==> config.mk <==
export PLATFORM = sky130hd
export DESIGN_NAME = frame_buf_arb_flat
export DESIGN_NICKNAME = d
export VERILOG_FILES = /design/src/rtl/frame_buf_arb_if.sv /design/src/rtl/frame_buf_arb.sv /design/src/flat_wrapper.sv
export SDC_FILE = /design/constraint.sdc
export NUM_CORES = 1
export LEC_CHECK = 0
export ABC_CLOCK_PERIOD_IN_PS = 2120
export CAP_MARGIN = 20
export CORE_MARGIN = 5
export CORE_UTILIZATION = 25
export DETAILED_ROUTE_END_ITERATION = 10
export GPL_TIMING_DRIVEN = 0
export PLACE_DENSITY_LB_ADDON = 0.05
export SLEW_MARGIN = 20
export SYNTH_ARGS = -nofsm -noshare
export SYNTH_HDL_FRONTEND = slang
export SYNTH_SLANG_ARGS = --single-unit
==> constraint.sdc <==
create_clock -name clk -period 2.12 [get_ports clk]
set_clock_uncertainty 0.05 [all_clocks]
set_input_delay 0.424 -clock clk [delete_from_list [all_inputs] [get_ports clk]]
set_output_delay 0.424 -clock clk [all_outputs]
set_load 0.05 [all_outputs]
==> src/rtl/frame_buf_arb_if.sv <==
// Frame-buffer arbiter bus: requester handshakes plus the
// single-port memory side, grouped for the arbiter port list.
interface frame_buf_arb_if #(
  parameter int DATA_WIDTH = 32,
  parameter int ADDR_WIDTH = 29
);
  logic                  wr_req;
  logic [ADDR_WIDTH-1:0] wr_req_addr;
  logic [DATA_WIDTH-1:0] wr_req_data;
  logic                  wr_ack;
  logic                  rd_req;
  logic [ADDR_WIDTH-1:0] rd_req_addr;
  logic                  rd_done;
  logic                  rd_resp_valid;
  logic [DATA_WIDTH-1:0] rd_resp_data;
  logic                  rd_timeout;
  logic                  busy;
  logic [ADDR_WIDTH-1:0] mem_wr_addr;
  logic [DATA_WIDTH-1:0] mem_wr_data;
  logic                  mem_wr_en;
  logic [ADDR_WIDTH-1:0] mem_rd_addr;
  logic                  mem_rd_en;
  logic [DATA_WIDTH-1:0] mem_rd_data;
  logic                  mem_rd_data_valid;

  modport slave (
    input  wr_req, wr_req_addr, wr_req_data,
    input  rd_req, rd_req_addr,
    input  mem_rd_data, mem_rd_data_valid,
    output wr_ack, rd_done, rd_resp_valid,
    output rd_resp_data, rd_timeout, busy,
    output mem_wr_addr, mem_wr_data, mem_wr_en,
    output mem_rd_addr, mem_rd_en
  );

  modport master (
    output wr_req, wr_req_addr, wr_req_data,
    output rd_req, rd_req_addr,
    output mem_rd_data, mem_rd_data_valid,
    input  wr_ack, rd_done, rd_resp_valid,
    input  rd_resp_data, rd_timeout, busy,
    input  mem_wr_addr, mem_wr_data, mem_wr_en,
    input  mem_rd_addr, mem_rd_en
  );
endinterface

==> src/rtl/frame_buf_arb.sv <==
// Frame-buffer arbiter: one memory access at a time between a
// pixel writer and a display reader, fair on ties.
module frame_buf_arb #(
  parameter int DATA_WIDTH = 32,
  parameter int ADDR_WIDTH = 29,
  parameter int WR_HOLD    = 2,
  parameter int RD_TIMEOUT = 8
) (
  input logic            clk,
  input logic            reset,
  frame_buf_arb_if.slave bus
);

  typedef enum logic [1:0] {
    IDLE,
    WRITE,
    READ
  } state_t;

  localparam int CW = 8;
  localparam logic [CW-1:0] WR_LAST = CW'(WR_HOLD - 1);
  localparam logic [CW-1:0] RD_LAST = CW'(RD_TIMEOUT - 1);

  state_t                r_state, w_state_nx;
  logic                  r_last_wr, w_last_wr_nx;
  logic [CW-1:0]         r_cnt, w_cnt_nx, w_cnt_inc;
  logic [ADDR_WIDTH-1:0] r_wr_addr, w_wr_addr_nx;
  logic [DATA_WIDTH-1:0] r_wr_data, w_wr_data_nx;
  logic [ADDR_WIDTH-1:0] r_rd_addr, w_rd_addr_nx;
  logic [DATA_WIDTH-1:0] r_rd_data, w_rd_data_nx;
  logic                  r_wr_en, w_wr_en_nx;
  logic                  r_rd_en, w_rd_en_nx;
  logic                  r_wr_ack, w_wr_ack_nx;
  logic                  r_rd_done, w_rd_done_nx;
  logic                  r_rd_vld, w_rd_vld_nx;
  logic                  r_rd_to, w_rd_to_nx;
  logic                  w_gnt_wr, w_gnt_rd;

  // r_last_wr=1 means the writer won last, so the reader wins a tie
  assign w_gnt_wr = bus.wr_req & (~bus.rd_req | ~r_last_wr);
  assign w_gnt_rd = bus.rd_req & (~bus.wr_req | r_last_wr);
  assign w_cnt_inc = (r_cnt == '1) ? r_cnt : r_cnt + 8'd1;

  always_comb begin
    w_state_nx   = r_state;
    w_last_wr_nx = r_last_wr;
    w_cnt_nx     = r_cnt;
    w_wr_addr_nx = r_wr_addr;
    w_wr_data_nx = r_wr_data;
    w_rd_addr_nx = r_rd_addr;
    w_rd_data_nx = r_rd_data;
    w_rd_to_nx   = r_rd_to;
    w_wr_en_nx   = 1'b1;
    w_rd_en_nx   = 1'b1;
    w_wr_ack_nx  = 1'b0;
    w_rd_done_nx = 1'b0;
    w_rd_vld_nx  = 1'b0;
    unique case (r_state)
      IDLE: begin
        unique case (1'b1)
          w_gnt_wr: begin
            w_state_nx   = WRITE;
            w_last_wr_nx = 1'b1;
            w_cnt_nx     = '0;
            w_wr_addr_nx = bus.wr_req_addr;
            w_wr_data_nx = bus.wr_req_data;
            w_wr_en_nx   = 1'b0;
            w_wr_ack_nx  = (WR_LAST == '0);
          end
          w_gnt_rd: begin
            w_state_nx   = READ;
            w_last_wr_nx = 1'b0;
            w_cnt_nx     = '0;
            w_rd_addr_nx = bus.rd_req_addr;
            w_rd_en_nx   = 1'b0;
          end
          default: ;
        endcase
      end
      WRITE: begin
        if (r_cnt == WR_LAST) begin
          w_state_nx = IDLE;
        end else begin
          w_cnt_nx    = w_cnt_inc;
          w_wr_en_nx  = 1'b0;
          w_wr_ack_nx = (w_cnt_inc == WR_LAST);
        end
      end
      READ: begin
        if (bus.mem_rd_data_valid) begin
          w_state_nx   = IDLE;
          w_rd_data_nx = bus.mem_rd_data;
          w_rd_vld_nx  = 1'b1;
          w_rd_done_nx = 1'b1;
        end else if (r_cnt == RD_LAST) begin
          w_state_nx   = IDLE;
          w_rd_done_nx = 1'b1;
          w_rd_to_nx   = 1'b1;
        end else begin
          w_cnt_nx   = w_cnt_inc;
          w_rd_en_nx = 1'b0;
        end
      end
      default: w_state_nx = IDLE;
    endcase
  end

  always_ff @(posedge clk) begin
    if (!reset) begin
      r_state   <= IDLE;
      r_last_wr <= 1'b0;
      r_cnt     <= '0;
      r_wr_addr <= '0;
      r_wr_data <= '0;
      r_rd_addr <= '0;
      r_rd_data <= '0;
      r_wr_en   <= 1'b1;
      r_rd_en   <= 1'b1;
      r_wr_ack  <= 1'b0;
      r_rd_done <= 1'b0;
      r_rd_vld  <= 1'b0;
      r_rd_to   <= 1'b0;
    end else begin
      r_state   <= w_state_nx;
      r_last_wr <= w_last_wr_nx;
      r_cnt     <= w_cnt_nx;
      r_wr_addr <= w_wr_addr_nx;
      r_wr_data <= w_wr_data_nx;
      r_rd_addr <= w_rd_addr_nx;
      r_rd_data <= w_rd_data_nx;
      r_wr_en   <= w_wr_en_nx;
      r_rd_en   <= w_rd_en_nx;
      r_wr_ack  <= w_wr_ack_nx;
      r_rd_done <= w_rd_done_nx;
      r_rd_vld  <= w_rd_vld_nx;
      r_rd_to   <= w_rd_to_nx;
    end
  end

  assign bus.wr_ack        = r_wr_ack;
  assign bus.rd_done       = r_rd_done;
  assign bus.rd_resp_valid = r_rd_vld;
  assign bus.rd_resp_data  = r_rd_data;
  assign bus.rd_timeout    = r_rd_to;
  assign bus.busy          = (r_state != IDLE);
  assign bus.mem_wr_addr   = r_wr_addr;
  assign bus.mem_wr_data   = r_wr_data;
  assign bus.mem_wr_en     = r_wr_en;
  assign bus.mem_rd_addr   = r_rd_addr;
  assign bus.mem_rd_en     = r_rd_en;

endmodule

==> src/flat_wrapper.sv <==
// flat-port wrapper written by rule: the top's interface ports become plain ports
module frame_buf_arb_flat 
#(
  parameter int DATA_WIDTH = 32,
  parameter int ADDR_WIDTH = 29,
  parameter int WR_HOLD    = 2,
  parameter int RD_TIMEOUT = 8
)
  (clk, reset, bus_wr_req, bus_wr_req_addr, bus_wr_req_data, bus_rd_req, bus_rd_req_addr, bus_mem_rd_data, bus_mem_rd_data_valid, bus_wr_ack, bus_rd_done, bus_rd_resp_valid, bus_rd_resp_data, bus_rd_timeout, bus_busy, bus_mem_wr_addr, bus_mem_wr_data, bus_mem_wr_en, bus_mem_rd_addr, bus_mem_rd_en);
  frame_buf_arb_if #(.DATA_WIDTH(DATA_WIDTH), .ADDR_WIDTH(ADDR_WIDTH)) bus_i ();
  input logic clk;
  input logic reset;
  input wire logic [$bits(bus_i.wr_req)-1:0] bus_wr_req;
  input wire logic [$bits(bus_i.wr_req_addr)-1:0] bus_wr_req_addr;
  input wire logic [$bits(bus_i.wr_req_data)-1:0] bus_wr_req_data;
  input wire logic [$bits(bus_i.rd_req)-1:0] bus_rd_req;
  input wire logic [$bits(bus_i.rd_req_addr)-1:0] bus_rd_req_addr;
  input wire logic [$bits(bus_i.mem_rd_data)-1:0] bus_mem_rd_data;
  input wire logic [$bits(bus_i.mem_rd_data_valid)-1:0] bus_mem_rd_data_valid;
  output wire logic [$bits(bus_i.wr_ack)-1:0] bus_wr_ack;
  output wire logic [$bits(bus_i.rd_done)-1:0] bus_rd_done;
  output wire logic [$bits(bus_i.rd_resp_valid)-1:0] bus_rd_resp_valid;
  output wire logic [$bits(bus_i.rd_resp_data)-1:0] bus_rd_resp_data;
  output wire logic [$bits(bus_i.rd_timeout)-1:0] bus_rd_timeout;
  output wire logic [$bits(bus_i.busy)-1:0] bus_busy;
  output wire logic [$bits(bus_i.mem_wr_addr)-1:0] bus_mem_wr_addr;
  output wire logic [$bits(bus_i.mem_wr_data)-1:0] bus_mem_wr_data;
  output wire logic [$bits(bus_i.mem_wr_en)-1:0] bus_mem_wr_en;
  output wire logic [$bits(bus_i.mem_rd_addr)-1:0] bus_mem_rd_addr;
  output wire logic [$bits(bus_i.mem_rd_en)-1:0] bus_mem_rd_en;
  assign bus_i.wr_req = bus_wr_req;
  assign bus_i.wr_req_addr = bus_wr_req_addr;
  assign bus_i.wr_req_data = bus_wr_req_data;
  assign bus_i.rd_req = bus_rd_req;
  assign bus_i.rd_req_addr = bus_rd_req_addr;
  assign bus_i.mem_rd_data = bus_mem_rd_data;
  assign bus_i.mem_rd_data_valid = bus_mem_rd_data_valid;
  assign bus_wr_ack = bus_i.wr_ack;
  assign bus_rd_done = bus_i.rd_done;
  assign bus_rd_resp_valid = bus_i.rd_resp_valid;
  assign bus_rd_resp_data = bus_i.rd_resp_data;
  assign bus_rd_timeout = bus_i.rd_timeout;
  assign bus_busy = bus_i.busy;
  assign bus_mem_wr_addr = bus_i.mem_wr_addr;
  assign bus_mem_wr_data = bus_i.mem_wr_data;
  assign bus_mem_wr_en = bus_i.mem_wr_en;
  assign bus_mem_rd_addr = bus_i.mem_rd_addr;
  assign bus_mem_rd_en = bus_i.mem_rd_en;
  frame_buf_arb #(.DATA_WIDTH(DATA_WIDTH), .ADDR_WIDTH(ADDR_WIDTH), .WR_HOLD(WR_HOLD), .RD_TIMEOUT(RD_TIMEOUT)) u_core (.clk(clk), .reset(reset), .bus(bus_i));
endmodule
==> reports/results.ini <==
[floorplan]
std_cell_rows=52
floorplan.die_area_um2=23500
starting_density=0.253
top_level_ports=256
die_h_um=153
dieWidth_um=153
floorplan.core_area_um2=20200

[clock_tree]
clkSlewWorstSetupHoldPaths_ps=60
cts_max_level=4
clk_latency_ps=410
cts_root_buf=clkbuf_16
cts-buffers-inserted=17
cts-hold-fix-buffers=0
cts_tree=done
cts-root-to-sink-buffers=2
clkSinkCount=139

[routing]
drt.antenna.violating_nets=0
drc_errors=0
vias=5058
routed_wl_mm=18.1
detail_route.iter0.violations=233
routed_wire_length_per_instance_um=15.8
vias_per_cell=4.41
drt-pass1-iter-count=4

[min_path]
launch_point_of_the_worst_hold_path=reset
min_delay_worst_endpoint=u_core.r_state[1]
min_delay_path_depth=3
min-delay-path-class=input pin to flip-flop

[setup_path]
worst_setup_path_start_kind=flip-flop
slowest_stage=clkdlybuf4s50_1
timing.critical_path.cells=clkdlybuf4s50_1
rr_startpoint=u_core.r_state[1]
timing.critical_path.slowest_cell_delay_ps=860
cp-end-kind=primary output
path_max_fanout=2
rrSetupSlack_ps=130
worst-r2r-cell-count=8
path_buf_inv=1
path_class=flip-flop to primary output
cp_data_required_time_ps=1650
critical_path.top_delay_family=buffers and inverters
critical_path_arrival_ps=1600
worstReg2RegEnd=u_core.r_cnt[5]

[outcome]
outcome=completed

[finish]
post_synthesis_to_final_layout_area_growth_pct=68.4
layout.cells.non_filler=1148
final_net_count=997
postLayoutCoreUtil=0.426
final_layout_size_suffix_gt1_frac=0.0616
design_area_um2=8630

[power_and_ir_drop]
total_power_uw=8760
power_density_nw_per_um2=1020
peakVddDrop_v=0.000542
power.static_leakage_uw=0.00325

[global_routing]
largest_net_degree_at_the_start_of_global_routing=17
grt_antenna_before_repair=1
grt_pass1_wl_mm=28.1
grt_remaining_overflow=0
globalRouteTotalUtil=0.151
first_global_vias=5204

[yosys]
synth_async_sr_flop_share=0
ys.warnings.count=0
synth.largest_area_cell=dfxtp_1
count_of_flip_flops_with_a_built_in_enable_after_synthesis=0
synth-seq-area-share=0.543
netlist_top_cells_area=dfxtp_1, nand2_1, a21oi_1, a22o_1, clkbuf_1
post-synth-top-count-cell=nand2_1
synthesis.area_per_instance_um2=8.65
yosys.area.top_type_share=0.543
syn-num-nets=725
synth_top_flop_cell=dfxtp_1
postSynthRegisterBits=139
netlist_instances=592
netlist_area_um2=5120
ys_types=45
synth_common_cells=nand2_1, dfxtp_1, a21oi_1

[timing]
post-route-min-period_ps=2070
setup_viol=0
min_period_over_period=0.978
worst_pin_slew_ps=671
final-hold-violation-count=0
max-slew-margin-rel=0.553
final-max-slew-violation-count=0
setup_repair_after_global_routing_missed_its_margin=false
tns_ps=0
fmaxAchievable_ghz=0.482

[place]
detailed_place_hpwl_mm=14.0
placed_cell_area_um2=8000
port_buffers=254
place.detailed.instances=1116
routabilityCongestion=0.801

[run]
max-cap-violations=0

## where the power goes
part / switching [uW] / total (uW) / internal, uW
combinational: 1790 / 2760 / 971
sequential: 157 / 3060 / 2900
clock: 1170 / 2950 / 1770
total: 3120 / 8760 / 5640
## worst max path at each step
stage | start | to | slack [ps] | cells past startpoint
after floorplan | u_core.r_state[0] | u_core.r_cnt[4] | 150 | 9
after global placement | bus_rd_req | u_core.r_cnt[5] | -350 | 7
after detailed placement | bus_rd_req | u_core.r_cnt[5] | -380 | 7
after CTS | u_core.r_state[0] | u_core.r_cnt[5] | 10 | 9
after global routing | u_core.bus.mem_wr_addr[1] | bus_mem_wr_addr[1] | 0.7 | 1
final | u_core.bus.mem_wr_data[26] | bus_mem_wr_data[26] | 50 | 1
## cells by family (layout without fill, tap and decap cells)
kind of cell / Yosys count / in the layout / share of synthesized area
simple gates: 233 / 233 / 0.189
compound gates: 158 / 158 / 0.205
flops: 139 / 139 / 0.543
buf+inv: 54 / 339 / 0.0447
fa+ha+maj: 6 / 6 / 0.0147
xor+xnor: 1 / 1 / 0.00171
mux: 1 / 1 / 0.00195
other cells: 0 / 1 / 0
## sequential cells by signal (all words and copies together), names as in the netlist
signal,cells
u_core.r_last_wr,1
u_core.r_state,2
u_core.bus.wr_ack,1
u_core.bus.rd_resp_data,32
u_core.bus.mem_wr_data,32
u_core.r_cnt,8
u_core.bus.rd_timeout,1
u_core.bus.rd_done,1
u_core.bus.mem_wr_addr,29
u_core.bus.mem_rd_en,1
u_core.bus.mem_rd_addr,29
u_core.bus.rd_resp_valid,1
u_core.bus.mem_wr_en,1
## layer usage
| layer | share of wire | GRT usage | vias up |
|---|---|---|---|
| met5 | 0 | 0 | - |
| met4 | 0.022 | 0.0564 | 0 |
| met3 | 0.10 | 0.0746 | 24 |
| met2 | 0.48 | 0.251 | 165 |
| met1 | 0.40 | 0.166 | 2299 |
| li1 | - | - | 2570 |
## area by class of cell
cell class | instances | area (um2)
plain buffers | 44 | 210
inverters | 8 | 30.0
diodes | 1 | 2.50
fillers | 2042 | 11600
multi-input cells | 399 | 2120
clock buffers | 19 | 443
repair buffers | 255 | 2560
well taps | 270 | 338
flip-flops and latches | 139 | 2790
clock inverters | 13 | 141
## through the flow
step                      worst slack, ps  hold WS (ps)
after floorplan                       145           421
after global placement               -349           392
after detailed placement             -384           397
after CTS                            11.2           288
after global routing                0.721           312
final                                47.0           299
## what timing repair did
action	CTS	global route
endpoints found under the hold margin	0	0
setup buffers	0	1
endpoints found under the setup margin	63	81
resized for setup	11	17
pin swaps	1	1
## cells in the final DEF (no fill, tap or decap), drive strengths merged, types with 2 or more instances in the layout
| master | n |
|---|---|
| clkdlybuf4s50 | 246 |
| nand2 | 192 |
| dfxtp | 139 |
| a21oi | 100 |
| clkbuf | 57 |
| a22o | 32 |
| inv | 10 |
| nand3 | 9 |
| buf | 8 |
| and3 | 6 |
| dlymetal6s2s | 6 |
| ha | 6 |
| clkinv | 6 |
| a31oi | 5 |
| nor2 | 5 |
| o211ai | 4 |
| and4 | 3 |
| nand4 | 3 |
| nor4 | 3 |
| clkinvlp | 3 |
| a41oi | 3 |
| or4 | 2 |
| nor3 | 2 |
| o211a | 2 |
| nand2b | 2 |
| o41ai | 2 |
| bufinv | 2 |
Power figures use the tool's default switching activity.
